$ cat src/rtl/hps_spi_master_if.sv
// Command/response bus of the HPS-side SPI initiator.
// The bench drives it through the master modport, and the initiator serves it through the slave modport.
interface hps_spi_master_if;
  logic        cmd_valid;
  logic        cmd_ready;
  logic [7:0]  cmd_op;
  logic [3:0]  cmd_len;
  logic [63:0] cmd_data;
  logic        rsp_valid;
  logic [7:0]  rsp_status;
  logic [63:0] rsp_data;
  logic        busy;

  modport master (
    output cmd_valid, cmd_op, cmd_len, cmd_data,
    input  cmd_ready, rsp_valid, rsp_status, rsp_data, busy
  );

  modport slave (
    input  cmd_valid, cmd_op, cmd_len, cmd_data,
    output cmd_ready, rsp_valid, rsp_status, rsp_data, busy
  );
endinterface

$ cat src/rtl/hps_spi_master.sv
// Mode-0 SPI initiator: sends an opcode byte plus 0-8 payload bytes and captures the bytes the slave
// returns. The SPI pins are decoded from registered state, so each one changes only just after a clock edge.
module hps_spi_master #(
  parameter int CLK_DIV = 4
) (
  input  logic             CLK_50M,
  input  logic             RESET,
  hps_spi_master_if.slave  bus,
  output logic             SPI_SCK,
  output logic             SPI_SS3,
  output logic             SPI_DI,
  input  logic             SPI_DO
);

  typedef enum logic [1:0] {
    IDLE  = 2'd0,
    SETUP = 2'd1,
    SHIFT = 2'd2,
    GAP   = 2'd3
  } state_t;

  localparam logic [7:0] DIV_RELOAD = 8'(CLK_DIV - 1);

  state_t      state_q, state_d;
  logic [7:0]  div_q, div_d;
  logic        high_q, high_d;
  logic [6:0]  bit_q, bit_d;
  logic [6:0]  nbits_q, nbits_d;
  logic [71:0] tx_q, tx_d;
  logic [7:0]  status_q, status_d;
  logic [63:0] data_q, data_d;
  logic        vld_q, vld_d;

  logic        div_done;
  logic        last_bit;
  logic        smp;
  logic [6:0]  smp_bit;
  logic [2:0]  smp_byte;
  logic [5:0]  rx_idx;

  // Lengths above 8 are treated as 8; the result is the total bit count including the opcode byte.
  function automatic logic [6:0] bit_count(input logic [3:0] len);
    logic [3:0] l;
    logic [3:0] nb;
    l  = (len > 4'd8) ? 4'd8 : len;
    nb = l + 4'd1;
    return {nb, 3'b000};
  endfunction

  // The transmit word starts with the opcode, followed by payload byte 0, then byte 1, and so on.
  function automatic logic [71:0] pack_tx(input logic [7:0] op, input logic [63:0] data);
    logic [63:0] r;
    for (int i = 0; i < 8; i++) begin
      r[63-8*i -: 8] = data[8*i +: 8];
    end
    return {op, r};
  endfunction

  assign div_done = (div_q == 8'd0);
  assign last_bit = (bit_q == (nbits_q - 7'd1));

  always_ff @(posedge CLK_50M) begin
    if (RESET) begin
      state_q  <= IDLE;
      div_q    <= 8'd0;
      high_q   <= 1'b0;
      bit_q    <= 7'd0;
      nbits_q  <= 7'd0;
      tx_q     <= 72'd0;
      status_q <= 8'd0;
      data_q   <= 64'd0;
      vld_q    <= 1'b0;
    end else begin
      state_q  <= state_d;
      div_q    <= div_d;
      high_q   <= high_d;
      bit_q    <= bit_d;
      nbits_q  <= nbits_d;
      tx_q     <= tx_d;
      status_q <= status_d;
      data_q   <= data_d;
      vld_q    <= vld_d;
    end
  end

  always_comb begin
    state_d  = state_q;
    div_d    = div_q;
    high_d   = high_q;
    bit_d    = bit_q;
    nbits_d  = nbits_q;
    tx_d     = tx_q;
    status_d = status_q;
    data_d   = data_q;
    vld_d    = 1'b0;
    smp      = 1'b0;
    smp_bit  = 7'd0;
    smp_byte = 3'd0;
    rx_idx   = 6'd0;

    case (state_q)
      IDLE: begin
        if (bus.cmd_valid) begin
          state_d  = SETUP;
          div_d    = DIV_RELOAD;
          high_d   = 1'b0;
          bit_d    = 7'd0;
          nbits_d  = bit_count(bus.cmd_len);
          tx_d     = pack_tx(bus.cmd_op, bus.cmd_data);
          status_d = 8'd0;
          data_d   = 64'd0;
        end
      end
      SETUP: begin
        if (div_done) begin
          state_d = SHIFT;
          high_d  = 1'b1;
          div_d   = DIV_RELOAD;
          smp     = 1'b1;
          smp_bit = 7'd0;
        end else begin
          div_d = div_q - 8'd1;
        end
      end
      SHIFT: begin
        if (!div_done) begin
          div_d = div_q - 8'd1;
        end else begin
          div_d = DIV_RELOAD;
          if (high_q) begin
            high_d = 1'b0;
            // During the low phase of the final bit (the hold time), DI keeps that bit's value.
            if (!last_bit) tx_d = {tx_q[70:0], 1'b0};
          end else if (last_bit) begin
            state_d = GAP;
          end else begin
            high_d  = 1'b1;
            bit_d   = bit_q + 7'd1;
            smp     = 1'b1;
            smp_bit = bit_q + 7'd1;
          end
        end
      end
      GAP: begin
        if (div_done) begin
          state_d = IDLE;
          vld_d   = 1'b1;
        end else begin
          div_d = div_q - 8'd1;
        end
      end
      default: state_d = IDLE;
    endcase

    // Each received bit goes straight into its final byte/bit position, so no realignment is needed at the end.
    if (smp) begin
      smp_byte = smp_bit[5:3] - 3'd1;
      rx_idx   = {smp_byte, ~smp_bit[2:0]};
      if (smp_bit[6:3] == 4'd0) status_d[~smp_bit[2:0]] = SPI_DO;
      else                      data_d[rx_idx]          = SPI_DO;
    end
  end

  always_comb begin
    SPI_SS3 = 1'b1;
    SPI_SCK = 1'b0;
    SPI_DI  = 1'b0;
    if (state_q == SETUP || state_q == SHIFT) begin
      SPI_SS3 = 1'b0;
      SPI_SCK = (state_q == SHIFT) && high_q;
      SPI_DI  = tx_q[71];
    end
  end

  assign bus.cmd_ready  = (state_q == IDLE);
  assign bus.busy       = (state_q != IDLE);
  assign bus.rsp_valid  = vld_q;
  assign bus.rsp_status = status_q;
  assign bus.rsp_data   = data_q;

endmodule

$ cat src/flat_wrapper.sv
// flat-port wrapper written by rule: the top's interface ports become plain ports
module hps_spi_master_flat 
#(
  parameter int CLK_DIV = 4
)
  (CLK_50M, RESET, SPI_SCK, SPI_SS3, SPI_DI, SPI_DO, bus_cmd_valid, bus_cmd_op, bus_cmd_len, bus_cmd_data, bus_cmd_ready, bus_rsp_valid, bus_rsp_status, bus_rsp_data, bus_busy);
  hps_spi_master_if bus_i ();
  input  logic CLK_50M;
  input  logic RESET;
  output logic SPI_SCK;
  output logic SPI_SS3;
  output logic SPI_DI;
  input  logic SPI_DO;
  input wire logic [$bits(bus_i.cmd_valid)-1:0] bus_cmd_valid;
  input wire logic [$bits(bus_i.cmd_op)-1:0] bus_cmd_op;
  input wire logic [$bits(bus_i.cmd_len)-1:0] bus_cmd_len;
  input wire logic [$bits(bus_i.cmd_data)-1:0] bus_cmd_data;
  output wire logic [$bits(bus_i.cmd_ready)-1:0] bus_cmd_ready;
  output wire logic [$bits(bus_i.rsp_valid)-1:0] bus_rsp_valid;
  output wire logic [$bits(bus_i.rsp_status)-1:0] bus_rsp_status;
  output wire logic [$bits(bus_i.rsp_data)-1:0] bus_rsp_data;
  output wire logic [$bits(bus_i.busy)-1:0] bus_busy;
  assign bus_i.cmd_valid = bus_cmd_valid;
  assign bus_i.cmd_op = bus_cmd_op;
  assign bus_i.cmd_len = bus_cmd_len;
  assign bus_i.cmd_data = bus_cmd_data;
  assign bus_cmd_ready = bus_i.cmd_ready;
  assign bus_rsp_valid = bus_i.rsp_valid;
  assign bus_rsp_status = bus_i.rsp_status;
  assign bus_rsp_data = bus_i.rsp_data;
  assign bus_busy = bus_i.busy;
  hps_spi_master #(.CLK_DIV(CLK_DIV)) u_core (.CLK_50M(CLK_50M), .RESET(RESET), .bus(bus_i), .SPI_SCK(SPI_SCK), .SPI_SS3(SPI_SS3), .SPI_DI(SPI_DI), .SPI_DO(SPI_DO));
endmodule
$ cat config.mk
export PLATFORM = sky130hd
export DESIGN_NAME = hps_spi_master_flat
export DESIGN_NICKNAME = d
export VERILOG_FILES = /design/src/rtl/hps_spi_master_if.sv /design/src/rtl/hps_spi_master.sv /design/src/flat_wrapper.sv
export SDC_FILE = /design/constraint.sdc
export NUM_CORES = 1
export LEC_CHECK = 0
export BUFFER_PORTS_ARGS = -buffer_cell sky130_fd_sc_hd__buf_2
export CORE_ASPECT_RATIO = 1.75
export CORE_MARGIN = 10
export CORE_UTILIZATION = 40
export DETAILED_ROUTE_END_ITERATION = 8
export PLACE_DENSITY = 0.62
export SYNTH_ARGS = -nofsm -noshare
export SYNTH_HDL_FRONTEND = slang
export SYNTH_SLANG_ARGS = --single-unit
$ cat constraint.sdc
create_clock -name CLK_50M -period 5.1 [get_ports CLK_50M]
set_input_delay 0.51 -clock CLK_50M [delete_from_list [all_inputs] [get_ports CLK_50M]]
set_output_delay 0.51 -clock CLK_50M [all_outputs]
set_load 0.005 [all_outputs]
* After elaboration in Yosys (flattened, before gate mapping) *
Index checks and enable logic that the tools add are counted.
Widths: inputs -> output; s select.

word-level totals
  flip-flop bits (word level) = 167
  output and inout port bits = 78

cells by class
  add/subtract/negate cells = 5
  $lt $le $gt $ge = 5
  eq/ne operators = 13
  multiplexer cells = 52
  bitwise gates (word level) = 2
  reductions and logical operators = 18

operators with widths
  kind                 count
  $mux 72              4
  $mux 64              4
  $pmux 72 s2          1
  $bwmux 64            1
  $mux 7               8
  $mux 8               7
  $pmux 8 s3           1
  $pmux 7 s2           1
  $mux 1               12
  $mux 2               6
  $ne 2x1->1 const B   5
  $reduce_and 5->1     2
  $bwmux 8             1
  $logic_not 8->1      1
  $ne 2x2->1 const B   4
  $pmux 2 s4           1
  $sub 8x1->8 const B  1
  $add 7x1->7 const B  1
  $eq 7x7->1           1
  $lt 6x7->1 const B   1
  $sub 7x1->7 const B  1
  $demux 1 s6          1
  $ge 6x1->1 const B   1
  $reduce_and 6->1     1
  22 further kinds     28

* Depth between registers and ports, before layout *
  word-level depth = 14
  gate-level depth with buffers = 17

* Least setup slack after synthesis *
Ideal clock, no wire load.

  path kind = flip-flop to flip-flop
  from = register u_core.nbits_q[3]
  to = register u_core.data_q[45] (netlist: u_core.bus.rsp_data[45])
  setup time = 0.087 ns
  arrival time = 3.622 ns
  path slack = 1.391 ns
  stages on the path, launching flop included = 17
  path through = dfxtp_1 inv_1 ha_1 xor2_1 nand4_1 or3_1 clkbuf_1 and4_1 inv_1 ha_1 clkbuf_1 nand4_1 o221a_2 o211ai_1 clkbuf_1 o211ai_1 o31ai_1

between the ends
  word-level cells in the longest chain between the ends = 14

RTL lines
  element                                                                RTL line                                      RTL
  from (decl)                                                            hps_spi_master.sv:28                          logic [6:0] nbits_q, nbits_d;
  from (signal assigned)                                                 hps_spi_master.sv:78                          nbits_q <= nbits_d;
  $sub 7x1->7 (*)                                                        hps_spi_master.sv:60                          assign last_bit = (bit_q == (nbits_q - 7'd1));
  $eq 7x7->1 (*)                                                         hps_spi_master.sv:60
  $mux 7                                                                 hps_spi_master.sv:134                         end else if (last_bit) begin
  $mux 7                                                                 hps_spi_master.sv:130                         if (high_q) begin
  $mux 7                                                                 hps_spi_master.sv:126                         if (!div_done) begin
  $mux 7                                                                 n/a
  $sub 3x1->3 / $not 3->3 (equally long branches)                        hps_spi_master.sv:157, hps_spi_master.sv:158
  $lt 6x7->1 (implied by the code) / $ge 6x1->1 (equally long branches)  hps_spi_master.sv:160                         else data_d[rx_idx] = SPI_DO;
  $logic_and 1x1->1 (implied by the code)                                hps_spi_master.sv:160
  $mux 1 (implied by the code)                                           hps_spi_master.sv:160
  $demux 1 s6                                                            n/a
  $bwmux 64                                                              hps_spi_master.sv:160
  $mux 64                                                                hps_spi_master.sv:159                         if (smp_bit[6:3] == 4'd0) status_d[~smp_bit[2:0]] = SPI_DO;
  $mux 64 (*)                                                            hps_spi_master.sv:156                         if (smp) begin
  to (signal assigned)                                                   hps_spi_master.sv:81                          data_q <= data_d;
  to (decl)                                                              hps_spi_master.sv:31                          logic [63:0] data_q, data_d;

Mark *: on every way between the ends. The rest lies on a longest branch, timed or not.
A chain may end at the register's enable or synchronous reset.

* Worst setup path in the final report *
  from = register u_core.nbits_q[3]
  to = register u_core.data_q[16] (netlist: u_core.bus.rsp_data[16])

Same word-level chain as after synthesis.

==> impl_metrics.ini <==
[status]
status = finished clean

[global_route]
use_met2_pct = 28.57
grt_max_degree = 94
grt_overflow = 0
grt_pass1_vias = 6772
grt_pass1_wl_mm = 34.78
grt_antenna_before_repair = 1
track_usage_pct = 16.17
met1_usage_pct = 17.52
use_met3_pct = 4.709
top_usage_layer = met2

[clock_tree]
htreeDepth = 4
clk_path_buf_depth = 2
clock_latency_ps = 440
hold_buffers = 0
cts_setup_buffers = 0
cts.sinks = 167
post_cts_resized = 0
cts_root_buf = clkbuf_16
cts_tree = done
clk_pin_slew_ps = 70
cts_inserted_buffers = 17

[finish]
diodes = 0
final-seq-area_um2 = 3343
fin_util_pct = 48.89
fillCellCount = 1874
layout-drive-gt1-share_pct = 23.49
multi_input_area_um2 = 4134
syn2layout_area_growth_pct = 20.00
design_area_um2 = 9385
num-nets-final = 1051

[floorplan]
dieArea_um2 = 25770
die_width_um = 125.7
rows = 67
initial_utilization_pct = 40.74
core_um2 = 19200
io_pins = 158
die_h_um = 205.0

[job]
maxCapViolations = 0

[routing]
dr_total_vias = 6691
drt_iter0_drc = 387
vias_per_cell = 5.502
drcViolationCount = 0
drt_first_pass_iters = 4
postRouteAntennaNets = 0
wl_per_cell_um = 17.35
postRouteWirelength_mm = 21.10

[power_and_ir_drop]
p_leak_nw = 3.554
finalPower_mw = 4.916
powerDensity_nw_per_um2 = 523.8
ir_worst_vdd_v = 0.0003096

[sta]
hold_ws_ps = 350.8
timing.final.crit_period_ps = 4317
rsz0062_at_grt = no
hold_viol_final = 0
fmax_mhz = 231.6
slew-limit-headroom_pct = 28.39
setup_viol = 0
fin_tns_setup_ps = 0
worst_pin_slew_ps = 1069
skew_ps = 8.091
slew_violations = 0
post-route-period-util_pct = 84.66

[synthesis]
yosysWarnings = 0
synth_cell_types = 55
synth_edf_count = 0
ys_async_sr_fraction_pct = 0
synth_ff_type = dfxtp_1
syn-num-nets = 938
netlist_area_um2 = 7821
synth.avg_cell_area_um2 = 9.212
synthCells = 849
ys_seq_area_share_pct = 42.75
ys_ff_latch = 167

[worst_setup_path]
end_kind = flip-flop
required_ps = 5390
crit_arrival_ps = 4610
rrSetupSlack_ps = 780
reg2reg_from = u_core.nbits_q[3]$_SDFFE_PP0P_
cp_max_fo = 14
cp-start-kind = flip-flop
reg2regPathDepth = 14
r2r-end = u_core.bus.rsp_data[16]$_SDFF_PP0_
path_class = reg2reg

[min_path]
hold_end = u_core.tx_q[0]$_SDFFE_PP0P_
worstHoldStart = bus_cmd_data[56]
hold_class = in2reg
hold_depth = 3

[placement]
postPlaceCellArea_um2 = 8772
gp_congestion = 0.8631
dp_hpwl_mm = 15.18
port_buffers = 157
final cells by class:
type / instances / share of cell area (%)
clock buffers: 19 / 4.719
clock inverters: 13 / 1.813
inverters: 14 / 0.5599
multi-input cells: 588 / 44.05
flip-flops and latches: 167 / 35.62
well taps: 241 / 3.213
repair buffers: 174 / 10.03
worst max path at each step:
stage / start / endpoint / slack (ps) / cells past startpoint
after floorplan: u_core.nbits_q[3]$_SDFFE_PP0P_ / u_core.bus.rsp_data[45]$_SDFF_PP0_ / 1390 / 16
after global placement: u_core.nbits_q[3]$_SDFFE_PP0P_ / u_core.bus.rsp_data[22]$_SDFF_PP0_ / 930 / 14
after detailed placement: u_core.nbits_q[3]$_SDFFE_PP0P_ / u_core.bus.rsp_data[16]$_SDFF_PP0_ / 790 / 14
after CTS: u_core.nbits_q[3]$_SDFFE_PP0P_ / u_core.bus.rsp_data[16]$_SDFF_PP0_ / 800 / 14
after global routing: u_core.bit_q[0]$_SDFFE_PP0P_ / u_core.bus.rsp_data[22]$_SDFF_PP0_ / 410 / 12
final: u_core.nbits_q[3]$_SDFFE_PP0P_ / u_core.bus.rsp_data[16]$_SDFF_PP0_ / 780 / 14
cell usage after synthesis (12+ instances only):
| library cell | count | share of area (%) |
|---|---|---|
| nor3_1 | 18 | 1.2 |
| o31ai_1 | 46 | 4.4 |
| o211ai_1 | 44 | 4.2 |
| clkbuf_1 | 68 | 3.3 |
| nor2_1 | 100 | 4.8 |
| nand3_1 | 17 | 1.1 |
| a211oi_1 | 77 | 7.4 |
| a21oi_1 | 14 | 0.90 |
| nand4_1 | 12 | 0.96 |
| inv_1 | 13 | 0.62 |
| mux2i_1 | 95 | 12 |
| dfxtp_1 | 167 | 43 |
| nand2_1 | 42 | 2.0 |
| xnor2_1 | 13 | 1.5 |
logic make-up (layout without fill, tap and decap cells):
kind of cell             Yosys count  in the layout  synth area share, %
buffers and inverters             94            220                4.831
XOR/XNOR                          18             18                2.016
AO/OA/AOI/OAI                    227            227                21.72
flip-flops                       167            167                42.75
AND/OR/NAND/NOR                  238            238                14.94
multiplexers                      96             96                12.30
adder cells (fa/ha/maj)            9              9                1.440
cell usage in the layout (no fill, tap or decap), types with 6 or more instances in the layout:
cell,n
dfxtp_1,167
buf_2,156
nor2_1,99
mux2i_1,95
a211oi_1,77
o31ai_1,46
o211ai_1,44
nand2_1,42
nor3_1,18
nand3_1,17
clkbuf_16,17
buf_4,16
inv_1,13
xnor2_1,13
a21oi_1,13
nand4_1,12
nand2b_1,9
nor4_1,8
ha_1,8
o41ai_1,7
o21ai_0,7
o311ai_0,6
power breakdown:
part / leakage, nW / total (mW) / switching (mW) / internal [mW]
sequential: 1.37 / 1.82 / 0.187 / 1.63
combinational: 1.89 / 1.75 / 1.06 / 0.683
clock: 0.296 / 1.35 / 0.556 / 0.791
total: 3.55 / 4.92 / 1.81 / 3.11
metal layers:
| layer | wire [µm] | up-vias |
|---|---|---|
| met4 | 525 | 2 |
| met3 | 1270 | 29 |
| li1 | - | 3394 |
| met1 | 8401 | 3092 |
| met2 | 10890 | 174 |
| met5 | 13 | - |
worst max-delay path, cell delays in order (launching register included):
cell and delay, ps:
dfxtp_1 380, inv_1 60, ha_1 300, xor2_1 130
nand4_1 120, or3_1 380, buf_4 190, and4_1 230
inv_1 180, ha_1 480, clkinv_1 370, xnor2_1 450
nand3_1 470, o211ai_1 340, o31ai_1 100
flip-flops by register name, summed over array words and instances (netlist names):
register               cells
u_core.tx_q               72
u_core.high_q              1
u_core.bus.rsp_status      8
u_core.state_q             2
u_core.nbits_q             4
u_core.bus.rsp_data       64
u_core.bus.rsp_valid       1
u_core.bit_q               7
u_core.div_q               8
per-stage QoR:
stage          setup slack [ps]  std cells
6_report                  782.5       1216
3_3_place_gp              925.7       1184
2_1_floorplan              1391        849
4_1_cts                   797.2       1216
5_1_grt                   413.4       1216
3_5_place_dp              788.4       1184
Note: power is estimated with default switching activity, not from simulation.
